## config.mk

```make
export PLATFORM = sky130hd
export DESIGN_NAME = irq_pending_latch
export DESIGN_NICKNAME = d
export VERILOG_FILES = /design/src/rtl/irq_pending_latch.sv
export SDC_FILE = /design/constraint.sdc
export NUM_CORES = 1
export LEC_CHECK = 0
export CORE_ASPECT_RATIO = 1.25
export CORE_MARGIN = 4
export CORE_UTILIZATION = 55
export CTS_CLUSTER_DIAMETER = 60
export CTS_CLUSTER_SIZE = 40
export DETAILED_ROUTE_END_ITERATION = 16
export DONT_BUFFER_PORTS = 1
export GPL_TIMING_DRIVEN = 0
export PLACE_DENSITY = 0.7
export SLEW_MARGIN = 20
export SYNTH_ARGS = -nofsm -noshare
export SYNTH_HDL_FRONTEND = slang
export SYNTH_SLANG_ARGS = --single-unit
```

## constraint.sdc

```tcl
create_clock -name clk -period 2.1 [get_ports clk]
set_input_delay 0.525 -clock clk [delete_from_list [all_inputs] [get_ports clk]]
set_output_delay 0.525 -clock clk [all_outputs]
set_load 0.02 [all_outputs]
```

## src/rtl/irq_pending_latch.sv

```systemverilog
// Sticky interrupt pending latch with per-line edge/level capture, enable mask and overflow flags.
// Define IRQ_SYNC_EN to put a 2-flop synchroniser on every irq_in line ahead of edge detection.
module irq_pending_latch #(
  parameter int unsigned N   = 8,
  parameter int unsigned IDW = 3
) (
  input  logic           clk,
  input  logic           rst,
  input  logic [N-1:0]   irq_in,
  input  logic [N-1:0]   edge_mode,
  input  logic           mask_wr,
  input  logic [N-1:0]   mask_data,
  input  logic           ack,
  input  logic [IDW-1:0] ack_id,
  input  logic           ovf_clr,
  output logic [N-1:0]   pend_out,
  output logic           any_pend,
  output logic [N-1:0]   pend_q,
  output logic [N-1:0]   mask_q,
  output logic [N-1:0]   ovf_q
);

  localparam logic [IDW:0] ACK_LIMIT = (IDW+1)'(N);

  logic [N-1:0] irq_s;
  logic [N-1:0] irq_prev;
  logic [N-1:0] rise;
  logic [N-1:0] set;
  logic [N-1:0] clr;
  logic [N-1:0] ovf_set;

`ifdef IRQ_SYNC_EN
  logic [N-1:0] sync1;
  logic [N-1:0] sync2;

  // Two-stage synchroniser for asynchronous request lines
  always_ff @(posedge clk) begin
    if (rst) begin
      sync1 <= '0;
      sync2 <= '0;
    end else begin
      sync1 <= irq_in;
      sync2 <= sync1;
    end
  end

  assign irq_s = sync2;
`else
  assign irq_s = irq_in;
`endif

  // Set/clear/overflow terms; an out-of-range ack index clears nothing
  always_comb begin
    rise    = irq_s & ~irq_prev;
    set     = (edge_mode & rise) | (~edge_mode & irq_s);
    clr     = '0;
    if (ack && ({1'b0, ack_id} < ACK_LIMIT)) begin
      clr = N'(1) << ack_id;
    end
    ovf_set = edge_mode & rise & pend_q & ~clr;
  end

  // Set is OR-ed after the clear so a simultaneous request is never lost
  always_ff @(posedge clk) begin
    if (rst) begin
      irq_prev <= '0;
      pend_q   <= '0;
      mask_q   <= '0;
      ovf_q    <= '0;
    end else begin
      irq_prev <= irq_s;
      pend_q   <= (pend_q & ~clr) | set;
      if (mask_wr) begin
        mask_q <= mask_data;
      end
      ovf_q    <= (ovf_clr ? '0 : ovf_q) | ovf_set;
    end
  end

  assign pend_out = pend_q & mask_q;
  assign any_pend = |pend_out;

endmodule

```

==> impl_results.md <==
- Register area share after synthesis: 51.87%
- FMAX: 413.5 MHz
- Commonest cells after routing, fill and taps aside: 28 x nand2_1, 26 x dfxtp_1, 14 x nor2_1
- Die width: 50.38 um
- Mapped Nets: 165
- Die Y: 60.98 um
- Reg2Reg Depth: 3
- Crit path launch type: flip-flop
- Worst path slowest cell: or4_4
- Buf/Inv on CP: 0
- Via count: 963
- First-pass GRT wire length: 4340 um
- Final worst slack: -0.3183 ns
- Number of synthesized register bits: 32
- Crit Path Max Fanout: 3
- Worst hold endpoint: irq_prev[2]
- Layer with the highest usage: met2
- WS Path Type: reg -> out
- WL final: 2670 um
- Commonest non-fill, non-tap cell in the layout: nand2_1
- CP Capture Type: primary output
- Drt pass-1 iters: 4
- Syn Inst Count: 133
- DRT antenna net count: 0
- Cell variety after synth: 20
- Dpl hpwl: 2140 um
- Number of port buffers: 0
- Final Wtd Congestion: 0.6874
- Largest net degree at the start of global routing: 11
- Slew headroom: 59.10%
- Crit-path max cell delay: 0.53 ns
- Cell Area, Synth: 1235 um^2
- Placed Area: 1281 um^2
- CTS Root Cell: clkbuf_4
- Hold Path Depth: 1
- Final max-slew violation count: 0
- Cell Pwr Density: 864.2 nW/um^2
- GR Util met2: 33.21%
- Clk Latency, worst-skew pair: 0.32 ns
- Clk_skew: 0.006947 ns
- Vias in the first global route: 1035
- Die ar.: 3072 um^2
- Io pins: 65
- N_diodes: 0
- Crit path arrival time: 1.89 ns
- CTS tree: yes
- Clk buf depth: 2
- Worst-path cell chain: and2_4 -> or4_4 -> or4_4
- Post-route cell area: 1355 um^2
- Critical path required time: 1.57 ns
- Sink Count: 32
- Starting Density: 60.26%
- H-tree Lvls: 2
- Worst-margin pin slew: 0.6113 ns
- R2r startpoint: pend_q[4]
- Final period util: 115.2%
- Area grow syn2layout: 9.727%
- Met1 GRT Util: 19.27%
- Core Rows: 18
- Fin. Hold Viols: 0
- Worst path depth: 3
- Most frequent cell on the critical path: or4_4
- Static leakage: 0.5864 nW
- Drt drc: 0
- Core ar.: 2049 um^2
- FF-to-FF End: ovf_q[4]
- Warnings, synthesis: 0
- Met3 Usage GRT: 11.30%
- Top delay family on crit path: simple AND/OR/NAND/NOR gates
- Worst hold path type: in -> reg
- Grt total ovfl: 0
- Layout cells sized above 1: 13.48%
- Vias per inst: 5.632
- GR Util All Layers: 19.35%
- Initial antenna violation count: 0
- Initial DRC Count: 15
- Setup violators final: 1
- Mean cell area of the mapped netlist: 9.285 um^2
- R2r setup slk: 0.97 ns
- Period minus WS final: 2.418 ns
- Unrepaired setup endpoints after global routing: yes
- Total negative slack: -0.3183 ns
- # Post-CTS Setup Buffers: 0
- Worst vdd ir: 0.0005891 V
- Failing checks: setup timing
- CTS Buf Count: 5
- Max-capacitance violation count: 0
- Status: finished, violations left
- WL per Instance: 15.61 um
- Reg clk slew, reported paths: 0.09 ns
- Hold Crit Start: rst
- Layout Nets: 172
what timing repair did:
action                     CTS  global route
pin swaps                    0             0
hold buffers                 0             0
setup endpoints to repair    1             1
resized for setup            9             0
kinds of logic (layout without fill, tap and decap cells):
| group | count (synthesis) | count (layout) | synth area share (%) |
|---|---|---|---|
| buffers and inverters | 6 | 14 | 1.824 |
| flip-flops | 32 | 32 | 51.87 |
| multiplexers | 8 | 8 | 6.485 |
| AND/OR/NAND/NOR | 73 | 73 | 30.70 |
| AO/OA/AOI/OAI | 14 | 14 | 9.119 |
worst reg2reg max path, cell delays in order (launching register included):
cell and delay (ns):
dfxtp_1 0.50, inv_1 0.07, a311oi_1 0.32, a22o_1 0.19
registers in the layout, summed over array words and instances (netlist names):
| register | cells |
|---|---|
| irq_prev | 8 |
| mask_q | 8 |
| ovf_q | 8 |
| pend_q | 8 |
power breakdown:
part           internal (mW)  switching (mW)
Combinational         0.0499          0.0551
Clock                  0.165           0.187
Sequential             0.647          0.0670
worst max-delay path by stage:
stage              start  endpoint  slack [ns]
6_report       pend_q[3]  any_pend       -0.32
5_1_grt        pend_q[3]  any_pend       -0.36
4_1_cts        pend_q[3]  any_pend       -0.34
3_5_place_dp   pend_q[3]  any_pend       -0.05
3_3_place_gp   pend_q[3]  any_pend       -0.05
2_1_floorplan  pend_q[3]  any_pend        0.03
cell usage after synthesis:
cell,instances,area (um^2)
nand4b_1,3,26.28
or2_2,1,6.260
clkbuf_1,3,11.26
a22o_1,4,35.03
mux2i_1,8,80.08
or4_1,2,15.01
nor2_1,14,52.55
and2_1,7,43.79
nor4bb_1,2,20.02
nor2b_1,8,50.05
nand4_1,1,6.260
nand2_1,28,105.1
a311oi_1,2,17.52
dfxtp_1,32,640.6
nor3b_1,2,15.01
a21o_1,4,30.03
and2_4,1,8.760
o31ai_1,4,30.03
nand3b_1,4,30.03
inv_1,3,11.26
cell type report:
class,instances,area [um^2]
plain buffers,3,11.26
fillers,174,694.4
inverters,3,11.26
clock buffers,8,58.81
well taps,30,37.54
flip-flops and latches,32,650.6
multi-input cells,95,585.6
metrics by stage:
stage	power (mW)	util (%)	instances	setup WS, ns	hold WS, ns
after floorplan	0.8050	-	133	0.03413	0.4174
after detailed placement	0.8311	62.52	163	-0.04965	0.4394
after global placement	0.8265	62.52	163	-0.04651	0.4240
after CTS	1.185	66.12	171	-0.3399	0.2571
final	1.171	66.12	171	-0.3183	0.2726
after global routing	1.229	66.12	171	-0.3611	0.2577
routing by layer:
| layer | wire length (um) | vias to the layer above |
|---|---|---|
| met3 | 362 | 6 |
| met1 | 974 | 444 |
| met4 | 46 | 0 |
| met5 | 0 | - |
| met2 | 1286 | 48 |
| li1 | - | 465 |
(Power assumes the default switching activity.)
